$ cat src/rtl/vx_dispatch_first.sv
// vx_dispatch_first
//   Buffers upstream beats in a 2-entry FIFO and dispatches the head beat
//   to exactly one eligible output lane per cycle. The eligible lanes are
//   those with both ready_out and lane_mask set. Priority goes to the
//   lowest lane index, or to the highest when REVERSE=1.
//
// Ports
//   clk, reset_n          clock; asynchronous active-low reset
//   valid_in/data_in      upstream beat
//   ready_in              upstream accept (driven from registers only)
//   lane_mask[N]          per-lane dispatch enable
//   valid_out[N]          per-lane valid, one-hot or zero
//   data_out[N][DATAW]    head payload, broadcast to every lane
//   ready_out[N]          per-lane accept
//   sel_out               index of the dispatched lane, 0 when idle
//   count_out             buffer occupancy, 0..2
module vx_dispatch_first #(
  parameter int N       = 1,
  parameter int DATAW   = 1,
  parameter int REVERSE = 0,
  localparam int SELW   = (N > 1) ? $clog2(N) : 1
) (
  input  logic                      clk,
  input  logic                      reset_n,
  input  logic                      valid_in,
  input  logic [DATAW-1:0]          data_in,
  output logic                      ready_in,
  input  logic [N-1:0]              lane_mask,
  output logic [N-1:0]              valid_out,
  output logic [N-1:0][DATAW-1:0]   data_out,
  input  logic [N-1:0]              ready_out,
  output logic [SELW-1:0]           sel_out,
  output logic [1:0]                count_out
);

  typedef enum logic [1:0] {EMPTY = 2'd0, ONE = 2'd1, FULL = 2'd2} state_t;

  state_t           r_state, w_state_nxt;
  logic             r_rst_done;
  logic [DATAW-1:0] r_buf0;   // head entry
  logic [DATAW-1:0] r_buf1;   // second entry, valid only in FULL

  logic [N-1:0]     w_elig;
  logic [SELW-1:0]  w_sel;
  logic [N-1:0]     w_onehot;
  logic             w_enq, w_deq;

  // Ready depends only on state registers, so upstream never sees a
  // combinational path from the downstream side.
  assign ready_in = r_rst_done && (r_state != FULL);
  assign w_enq    = valid_in && ready_in;

  assign w_elig   = ready_out & lane_mask;
  assign w_deq    = (r_state != EMPTY) && (w_elig != '0);

  // Priority pick: the last assignment wins, so scan toward the preferred end.
  always_comb begin
    w_sel = '0;
    for (int i = 0; i < N; i++) begin
      if (REVERSE != 0) begin
        if (w_elig[i]) w_sel = SELW'(i);
      end else if (w_elig[N-1-i]) begin
        w_sel = SELW'(N-1-i);
      end
    end
  end

  assign w_onehot  = N'(1) << w_sel;
  assign sel_out   = w_deq ? w_sel : '0;
  assign count_out = r_state;

  for (genvar k = 0; k < N; k++) begin : g_lane
    assign valid_out[k] = w_deq && w_onehot[k];
    assign data_out[k]  = r_buf0;
  end

  always_comb begin
    w_state_nxt = r_state;
    case ({w_enq, w_deq})
      2'b10: begin
        case (r_state)
          EMPTY:   w_state_nxt = ONE;
          ONE:     w_state_nxt = FULL;
          default: w_state_nxt = r_state;
        endcase
      end
      2'b01: begin
        case (r_state)
          FULL:    w_state_nxt = ONE;
          ONE:     w_state_nxt = EMPTY;
          default: w_state_nxt = r_state;
        endcase
      end
      default: w_state_nxt = r_state;
    endcase
  end

  always_ff @(posedge clk or negedge reset_n) begin
    if (!reset_n) begin
      r_state    <= EMPTY;
      r_rst_done <= 1'b0;
    end else begin
      r_state    <= w_state_nxt;
      r_rst_done <= 1'b1;
    end
  end

  // Head always lives in r_buf0; a dequeue shifts r_buf1 forward.
  // A simultaneous enqueue and dequeue can only occur in ONE, as ready_in is low in FULL.
  always_ff @(posedge clk or negedge reset_n) begin
    if (!reset_n) begin
      r_buf0 <= '0;
      r_buf1 <= '0;
    end else if (w_enq && !w_deq) begin
      if (r_state == EMPTY) r_buf0 <= data_in;
      else                  r_buf1 <= data_in;
    end else if (!w_enq && w_deq) begin
      r_buf0 <= r_buf1;
    end else if (w_enq && w_deq) begin
      r_buf0 <= data_in;
    end
  end

endmodule

$ cat config.mk
export PLATFORM = sky130hd
export DESIGN_NAME = vx_dispatch_first
export DESIGN_NICKNAME = d
export VERILOG_FILES = /design/src/rtl/vx_dispatch_first.sv
export SDC_FILE = /design/constraint.sdc
export NUM_CORES = 1
export LEC_CHECK = 0
export ABC_AREA = 1
export BUFFER_PORTS_ARGS = -buffer_cell sky130_fd_sc_hd__buf_2
export CAP_MARGIN = 10
export CORE_AREA = 2 2 39 41
export CTS_CLUSTER_SIZE = 8
export DETAILED_ROUTE_END_ITERATION = 10
export DIE_AREA = 0 0 41 43
export PLACE_DENSITY = 0.45
export RECOVER_POWER = 25
export SLEW_MARGIN = 20
export SYNTH_ARGS = -nofsm -noshare
export SYNTH_HDL_FRONTEND = slang
export SYNTH_SLANG_ARGS = --single-unit
$ cat constraint.sdc
create_clock -name clk -period 2.2 [get_ports clk]
set_input_delay 0.44 -clock clk [delete_from_list [all_inputs] [get_ports clk]]
set_output_delay 0.44 -clock clk [all_outputs]
set_load 0.01 [all_outputs]
==> run_results.csv <==
group,metric,value,unit
outcome,outcome,"finished clean",
timing,fin_crit,1530,ps
detailed_routing,dr_wl_met3,34,um
global_routing,grt_max_degree,6,
global_routing,antenna_found_initial,0,
setup_path,critPathMaxStageDelay,370,ps
setup_path,critPathArrivalTime,1700,ps
placement,pre_cts_ws,674,ps
layout,diodes,0,
timing,post-route-period-util,0.695,
cts,clkTransAtPathRegs,40,ps
placement,hpwl,522,um
layout,syn_to_final_growth,30.0,%
worst_hold_path,min_path_type,"in2reg",
floorplan,die_area,1760,sq um
cts,htree_levels,1,
layout,fin_nets,63,
timing,setup-tns-final,0,ps
detailed_routing,wl_met2,306,um
detailed_routing,highest_layer,"met3",
global_routing,grt_pass1_wl,897,um
power_and_ir_drop,peakVddDrop,0.000390,V
synthesis,yosysUniqueCellTypes,19,
cts,cts_root_buffer,"clkbuf_4",
cts,cts_buffer_depth,2,
detailed_routing,routedWlPerCell,8.13,um
timing,skew,0.747,ps
detailed_routing,wl,569,um
detailed_routing,postRouteAntennaNets,0,
detailed_routing,wl_met1,228,um
timing,setup_violations,0,
timing,hold_viol_final,0,
setup_path,cp_max_fo,5,
setup_path,critPathMostFrequentCell,"nand2_1",
timing,grt_setup_unrepaired,"no",
detailed_routing,drt_iter0_drc,0,
global_routing,overflow,0,
detailed_routing,route.detailed.drc,0,
timing,fmax,0.654,GHz
layout,layout-drive-gt1-share,0.370,
timing,worst_slack,672,ps
synthesis,netlist_area,325,sq um
placement,io_buffers,10,
setup_path,worst_path_dominant_cell_family,"simple AND/OR/NAND/NOR gates",
power_and_ir_drop,cellLeakagePower,0.238,nW
setup_path,required,2370,ps
floorplan,num_io_pins,12,
cts,clk_latency,230,ps
synthesis,yosysWarnings,0,
setup_path,cp-start-kind,"register",
global_routing,grt_util_all_layers,0.0818,
setup_path,crit_slowest_cell,"dfrtp_1",
synthesis,synth.avg_cell_area,8.13,sq um
detailed_routing,via_count,277,
floorplan,die-height,43,um
setup_path,cp_num_buf_inv,1,
power_and_ir_drop,p_per_area,1110,nW/um^2
flow_run,drv_cap,0,
setup_path,endpoint_kind,"register",
floorplan,dieWidth,41,um
cts,clkSinkCount,5,
floorplan,fp-row-count,14,
setup_path,path_cells,"inv_2 -> nand2_1 -> and2_4 -> nand2_1 -> ha_1 -> nor3_1 -> nand2_1 -> nand2_1",
detailed_routing,via_per_inst,3.96,
cts,cts-resized-gates,0,
setup_path,setup.worst_path.class,"reg2reg",
layout,fill_cells,159,
synthesis,postSynthCellCount,40,
synthesis,seq_area_frac_synth,0.385,
detailed_routing,drt-pass1-iter-count,1,
synthesis,synth_nets,48,
synthesis,synth_seq_cells,5,
timing,maxSlewViolCount,0,
floorplan,coreArea,1380,sq um
cts,cts_tree,"built",
placement,place.gp.congestion,0.612,
global_routing,grt_pass1_vias,261,
floorplan,initial_core_util,0.235,
cts,cts_buffers,3,
## through the flow
stage	power (W)	utilization	hold WS [ps]	instance area, sq um	instances
2_1_floorplan	0.000310	-	144	325	40
3_3_place_gp	0.000373	0.280	257	388	65
3_5_place_dp	0.000373	0.280	257	388	65
4_1_cts	0.000479	0.299	0.203	414	69
5_1_grt	0.000520	0.306	497	423	70
6_report	0.000468	0.306	469	423	70
## flip-flops by register name, indices dropped and copies added (netlist names)
register	flops
count_out	2
r_rst_done	1
data_out	1
r_buf1	1
## tightest hold or removal path, cell delays in order
cell,delay (ps)
buf_2,90
inv_1,60
o21ai_1,70
## report_power, final
part | switching [W] | total [W] | internal (W) | leakage (nW)
Combinational | 0.000128 | 0.000214 | 0.0000860 | 0.163
Sequential | 0.0000242 | 0.000154 | 0.000129 | 0.0600
Clock | 0.0000324 | 0.000101 | 0.0000682 | 0.0150
Total | 0.000184 | 0.000468 | 0.000284 | 0.238
## kinds of logic after synthesis
group,after synthesis,synth area share
AO/OA/AOI/OAI,3,0.0577
other,2,0.0231
flip-flops,5,0.385
buffers and inverters,8,0.104
AND/OR/NAND/NOR,20,0.354
adder cells (fa/ha/maj),2,0.0769
## layout by cell type, fill, tap and decap left out
cell type / n
dlygate4sd3_1: 1
buf_2: 9
inv_1: 5
nand2_2: 1
nand2_4: 1
nand3_2: 1
ha_1: 2
dfrtp_1: 5
o21ai_0: 1
nand2_1: 11
o21ai_1: 1
clkbuf_1: 2
nand3_4: 1
nor2_1: 1
conb_1: 2
nor3_1: 1
inv_2: 2
clkbuf_4: 3
a21oi_2: 1
and2_4: 1
nand4_1: 1
nand3_1: 1
## layer usage
metal / GRT usage / vias up
met4: 0.100 / 0
met3: 0.0157 / 0
met2: 0.122 / 6
met1: 0.0787 / 124
li1: - / 147
met5: 0 / -
## timing repair
item / CTS / global route
hold buffers: 0 / 1
hold endpoints to repair: 0 / 2
buffers inserted: 0 / 0
setup endpoints to repair: 0 / 0
## final cells by class
| cell class | instances | area (sq um) | area share |
|---|---|---|---|
| clock buffer | 4 | 26.3 | 0.0621 |
| inverter | 7 | 26.3 | 0.0621 |
| multi-input combinational | 27 | 166 | 0.393 |
| sequential | 5 | 125 | 0.296 |
| tap | 16 | 20.0 | 0.0473 |
| timing repair buffer | 11 | 58.8 | 0.139 |
## final timing paths
check	start	to	slack, ps	depth (start not counted)
max reg2reg	count_out[0]$_DFFE_PN0P_	count_out[1]$_DFFE_PN0P_	670	8
max in group asynchronous	reset_n	r_rst_done$_DFF_PN0_	1410	2
min reg2reg	r_buf1$_DFFE_PN0P_	r_buf1$_DFFE_PN0P_	480	2
min	data_in	r_buf1$_DFFE_PN0P_	470	3
min in group asynchronous	reset_n	r_buf1$_DFFE_PN0P_	580	2
max	count_out[0]$_DFFE_PN0P_	count_out[1]$_DFFE_PN0P_	670	8
## cells in the mapped netlist (all sizes together)
master / number / area, sq um
inv: 7 / 26.3
a21oi: 1 / 8.76
nand2: 13 / 58.8
conb: 2 / 7.51
nor2: 1 / 3.75
buf: 1 / 7.51
and2: 1 / 8.76
nand4: 1 / 6.26
nand3: 3 / 32.5
o21ai: 2 / 10.0
nor3: 1 / 5.00
dfrtp: 5 / 125
ha: 2 / 25.0
(Power assumes the default switching activity.)
